[config.mk]
export PLATFORM = sky130hd
export DESIGN_NAME = run_detector_flat
export DESIGN_NICKNAME = d
export VERILOG_FILES = /design/src/rtl/run_detector_if.sv /design/src/rtl/run_detector.sv /design/src/flat_wrapper.sv
export SDC_FILE = /design/constraint.sdc
export NUM_CORES = 1
export LEC_CHECK = 0
export CELL_PAD_IN_SITES_DETAIL_PLACEMENT = 1
export CELL_PAD_IN_SITES_GLOBAL_PLACEMENT = 2
export CORE_UTILIZATION = 32
export CTS_BUF_LIST = sky130_fd_sc_hd__clkbuf_8
export CTS_CLUSTER_DIAMETER = 50
export DETAILED_ROUTE_END_ITERATION = 8
export GPL_ROUTABILITY_DRIVEN = 1
export PLACE_DENSITY = 0.95
export SLEW_MARGIN = 20
export SYNTH_ARGS = -nofsm -noshare
export SYNTH_HDL_FRONTEND = slang
export SYNTH_SLANG_ARGS = --single-unit
[constraint.sdc]
create_clock -name clk -period 3.7 [get_ports clk]
set_input_delay 0.925 -clock clk [delete_from_list [all_inputs] [get_ports clk]]
set_output_delay 0.925 -clock clk [all_outputs]
set_load 0.01 [all_outputs]
[src/rtl/run_detector_if.sv]
// Sample/control inputs and run-status outputs of run_detector.
// master drives samples; slave is the detector.
interface run_detector_if #(
  parameter int RUN_LEN = 4,
  parameter int CNT_W   = 8
);
  localparam int CW = $clog2(RUN_LEN + 1);

  logic             clr;
  logic             en;
  logic             w;
  logic [1:0]       mode;
  logic             z;
  logic             run_val;
  logic [CW-1:0]    run_cnt;
  logic [CNT_W-1:0] hits;

  modport master (
    output clr, en, w, mode,
    input  z, run_val, run_cnt, hits
  );

  modport slave (
    input  clr, en, w, mode,
    output z, run_val, run_cnt, hits
  );
endinterface

[src/rtl/run_detector.sv]
// Detects RUN_LEN equal samples in a row on w.
// Polarity by mode, overlap/restart counting, saturating hits.
module run_detector #(
  parameter int RUN_LEN = 4,
  parameter int OVERLAP = 1,
  parameter int CNT_W   = 8
) (
  input logic         clk,
  input logic         reset,
  run_detector_if.slave bus
);
  localparam int CW = $clog2(RUN_LEN + 1);
  localparam logic [CW-1:0] LEN   = CW'(RUN_LEN);
  localparam logic [CW-1:0] LENM1 = CW'(RUN_LEN - 1);
  localparam logic [CW-1:0] ONE   = CW'(1);
  localparam logic [CNT_W-1:0] HMAX = '1;
  localparam logic [CNT_W-1:0] HONE = CNT_W'(1);

  typedef enum logic {IDLE, RUN} state_t;

  state_t           r_st;
  logic             r_val;
  logic [CW-1:0]    r_cnt;
  logic             r_z;
  logic [CNT_W-1:0] r_hits;

  state_t           w_nst;
  logic             w_nval;
  logic [CW-1:0]    w_ncnt;
  logic             w_inc;
  logic             w_match;
  logic             w_hit;

  function automatic logic f_match(
    input logic [1:0] m,
    input logic       v
  );
    case (m)
      2'b01:   return v;
      2'b10:   return !v;
      default: return 1'b1;
    endcase
  endfunction

  // Next run state from clr/en/w and the current run.
  always_comb begin
    w_nst  = r_st;
    w_nval = r_val;
    w_ncnt = r_cnt;
    w_inc  = 1'b0;
    if (bus.clr) begin
      w_nst  = IDLE;
      w_nval = 1'b0;
      w_ncnt = '0;
    end else if (bus.en) begin
      if (r_st == IDLE) begin
        w_nst  = RUN;
        w_nval = bus.w;
        w_ncnt = ONE;
      end else if (bus.w != r_val) begin
        w_nval = bus.w;
        w_ncnt = ONE;
      end else if (r_cnt < LEN) begin
        w_ncnt = r_cnt + ONE;
        w_inc  = 1'b1;
      end else if (OVERLAP == 0) begin
        w_ncnt = ONE;
      end
    end
  end

  // Polarity match on the next run value; a hit is a fresh reach of RUN_LEN.
  always_comb begin
    w_match = f_match(bus.mode, w_nval);
    w_hit   = w_inc && (r_cnt == LENM1) && w_match;
  end

  // Run registers, Moore flag and saturating hit counter.
  always_ff @(posedge clk or negedge reset) begin
    if (!reset) begin
      r_st   <= IDLE;
      r_val  <= 1'b0;
      r_cnt  <= '0;
      r_z    <= 1'b0;
      r_hits <= '0;
    end else begin
      r_st  <= w_nst;
      r_val <= w_nval;
      r_cnt <= w_ncnt;
      r_z   <= (w_nst == RUN) && (w_ncnt == LEN) && w_match;
      if (bus.clr)
        r_hits <= '0;
      else if (w_hit && (r_hits != HMAX))
        r_hits <= r_hits + HONE;
    end
  end

  assign bus.z       = r_z;
  assign bus.run_val = r_val;
  assign bus.run_cnt = r_cnt;
  assign bus.hits    = r_hits;
endmodule
[src/flat_wrapper.sv]
// flat-port wrapper written by rule: the top's interface ports become plain ports
module run_detector_flat 
#(
  parameter int RUN_LEN = 4,
  parameter int OVERLAP = 1,
  parameter int CNT_W   = 8
)
  (clk, reset, bus_clr, bus_en, bus_w, bus_mode, bus_z, bus_run_val, bus_run_cnt, bus_hits);
  run_detector_if #(.RUN_LEN(RUN_LEN), .CNT_W(CNT_W)) bus_i ();
  input logic clk;
  input logic reset;
  input wire logic [$bits(bus_i.clr)-1:0] bus_clr;
  input wire logic [$bits(bus_i.en)-1:0] bus_en;
  input wire logic [$bits(bus_i.w)-1:0] bus_w;
  input wire logic [$bits(bus_i.mode)-1:0] bus_mode;
  output wire logic [$bits(bus_i.z)-1:0] bus_z;
  output wire logic [$bits(bus_i.run_val)-1:0] bus_run_val;
  output wire logic [$bits(bus_i.run_cnt)-1:0] bus_run_cnt;
  output wire logic [$bits(bus_i.hits)-1:0] bus_hits;
  assign bus_i.clr = bus_clr;
  assign bus_i.en = bus_en;
  assign bus_i.w = bus_w;
  assign bus_i.mode = bus_mode;
  assign bus_z = bus_i.z;
  assign bus_run_val = bus_i.run_val;
  assign bus_run_cnt = bus_i.run_cnt;
  assign bus_hits = bus_i.hits;
  run_detector #(.RUN_LEN(RUN_LEN), .OVERLAP(OVERLAP), .CNT_W(CNT_W)) u_core (.clk(clk), .reset(reset), .bus(bus_i));
endmodule
==> out/results.tsv <==
stage	metric	value	unit
floorplan	core region area	0.00225	mm²
timing	RSZ-0062 raised after global routing	false	
synthesis	post-synth cell types	27	
clock_tree	CTS clk-pin slew, worst paths	0.06	ns
route	total number of vias	708	
synthesis	Post-Syn Area	787	µm²
pwr	Max VDD drop	158	µV
global_routing	first-pass GRT wire length	3.22	mm
route	total routed wirelength	1.84	mm
route	drt wl/cell	13.7	µm
timing	Slew Viols, Final	0	
pwr	sequential power share	0.460	
route	Post-route DRC	0	
worst_setup_path	R2R cell count	5	
timing	setup violators final	0	
layout	area delta synth->final	33.2	%
clock_tree	Clock Latency Late Sink	0.25	ns
floorplan	row count	17	
global_routing	initial antenna violation count	0	
timing	Final Cycle Share	0.784	
global_routing	vias in the first global route	713	
worst_setup_path	RR Startpoint	u_core.bus.run_val	
clock_tree	H-tree Lvls	1	
pwr	LEAKAGE	0.449	nW
layout	Post-Layout Cell Count	134	
timing	Final Hold Viols	0	
synthesis	cell count after synthesis	85	
placed_design	DP Cell Count	130	
placed_design	number of port buffers	19	
timing	min cycle time layout	2.90	ns
clock_tree	TritonCTS clock tree	built	
timing	Relative slew margins	0.573	
synthesis	post-synth top area cell	dfrtp_1	
layout	diodes inserted	0	
clock_tree	postcts setup bufs	0	
layout	commonest non-fill, non-tap cell in the layout	clkdlybuf4s50_1	
worst_setup_path	crit path max fanout	14	
floorplan	die width	51.6	µm
floorplan	Die H	51.6	µm
worst_setup_path	CP Launch Type	primary input	
timing	worst-margin pin slew	0.638	ns
worst_setup_path	Setup crit end kind	flop	
synthesis	synth top area cells	dfrtp_1, ha_1, a21oi_1, nor2_1, or3_1	
worst_setup_path	Worst setup startpoint	bus_en	
synthesis	sequential area share after synthesis	0.445	
clock_tree	CTS resizes	0	
worst_setup_path	Critical Path RT	3.88	ns
floorplan	DIE AREA	0.00266	mm²
placed_design	placed wire-length estimate	1.28	mm
timing	Final TNS setup	0	ns
worst_setup_path	WS Path Type	primary input to flop	
layout	Layout Nets	118	
route	Starting DRT DRC Count	3	
run_status	status	complete, no violations	
clock_tree	clock tree buffer depth	2	
placed_design	Area after DPL	993	µm²
layout	leading cell types in the layout, fill and taps excluded	clkdlybuf4s50_1, dfrtp_1, nor2_1	
synthesis	synthesized flop and latch total	14	
synthesis	top cell type's share of synthesized area	0.445	
pwr	clock power share	0.439	
job	Max-Cap Viols	0	
layout	Design Area, Final	0.00105	mm²
placed_design	Final Wtd Congestion	0.756	
pwr	Gate power share	0.101	
route	vias per inst	5.28	
layout	fillers	274	
floorplan	initial core utilization	0.349	
pwr	internal power	0.266	mW
timing	Fmax	0.345	GHz
clock_tree	clk root buf	clkbuf_8	
route	first-pass iteration count of the detailed router	4	
synthesis	Post-Syn Nets	96	
timing	Final Skew	0.000849	ns
synthesis	Ys Warns	0	
global_routing	largest net degree at the start of global routing	15	
clock_tree	CTS Buf Count	3	
route	post-route ant nets	0	
pwr	Net Sw Frac	0.226	
floorplan	Ports	20	
min_path	Hold Startpoint	u_core.r_st	
timing	final worst slack	0.799	ns
min_path	Hold Path Stages	2	
global_routing	GRT overflow	0	
worst_setup_path	Crit path arrival time	3.08	ns
synthesis	Avg Inst Size Synth	9.26	µm²
clock_tree	clock tree sinks	14	
global_routing	Tot GR Track Use	0.167	
pwr	sw power	0.0780	mW
clock_tree	hold buffers post-CTS	0	
pwr	Pwr Density	328	mW/mm²
layout	layout cells sized above 1	0.0660	
placed_design	DP Worst Slack	0.586	ns
min_path	Min-Delay Path Class	flop to flop	
cell usage after synthesis, drive strengths merged:
master  instances
nor3            2
xnor2           1
and3            1
buf             2
nand2           5
o21ba           1
a22oi           1
or3             5
nor3b           1
nor2b           2
ha              4
o31a            1
clkbuf          1
nand3           4
nor4            1
xor2            1
inv             4
o21ai           5
nor2           12
mux2i           3
a21oi           9
nand4           3
dfrtp          14
a211oi          1
and4            1
logic make-up (layout without fill, tap and decap cells):
family | Yosys count | count (layout) | share of synthesized area
simple gates | 37 | 37 | 0.246
buf+inv | 7 | 28 | 0.0525
fa+ha+maj | 4 | 4 | 0.0636
xor+xnor | 2 | 2 | 0.0223
compound gates | 18 | 18 | 0.132
mux | 3 | 3 | 0.0382
flops | 14 | 14 | 0.445
final cells by class:
type	count	area, µm²	share of cell area
Clock buffer	4	55.1	0.0525
Inverter	4	15.0	0.0143
Multi-Input combinational cell	64	395	0.377
Sequential cell	14	350	0.334
Tap cell	28	35.0	0.0334
Timing Repair Buffer	20	198	0.189
registers in the layout (all words and copies together), names as in the netlist:
signal	count
u_core.bus.run_val	1
u_core.bus.hits	8
u_core.bus.z	1
u_core.r_st	1
u_core.bus.run_cnt	3
power groups by stage:
stage / Sequential (mW) / Clock, mW / Combinational (mW)
floorplan: 0.161 / 0 / 0.0174
global placement: 0.161 / 0 / 0.0342
detailed placement: 0.161 / 0 / 0.0349
global route: 0.159 / 0.163 / 0.0396
CTS: 0.158 / 0.154 / 0.0355
finish: 0.158 / 0.151 / 0.0348
path summary, 6_finish.rpt:
check	endpoint	slack, ns
worst max register to register	u_core.bus.hits[6]	1.78
min in group asynchronous	u_core.bus.hits[0]	1.07
max in group asynchronous	u_core.bus.run_cnt[2]	2.22
worst min register to register	u_core.r_st	0.57
worst max-delay path	u_core.bus.hits[6]	0.80
worst min-delay path	u_core.r_st	0.57
routing by layer:
layer	up-vias	wire length (µm)	part of all wire	global-route usage
met2	14	885	0.48	0.275
met1	344	862	0.47	0.206
met4	0	51	0.028	0.108
met3	5	42	0.023	0.0175
met5	-	0	0	0
li1	345	-	-	-
stage by stage:
step            util  power, mW  hold slack (ns)
2_1_floorplan      -      0.179            0.492
3_3_place_gp   0.441      0.195            0.535
3_5_place_dp   0.441      0.196            0.548
4_1_cts        0.465      0.348            0.573
5_1_grt        0.465      0.362            0.618
6_report       0.465      0.344            0.570
worst max-delay path: stages:
cell and delay (ns):
clkdlybuf4s50_1 0.62, mux2i_1 0.31, mux2i_1 0.31, nand4_2 0.33, or3_1 0.44, a21oi_1 0.14
(Power assumes the default switching activity.)
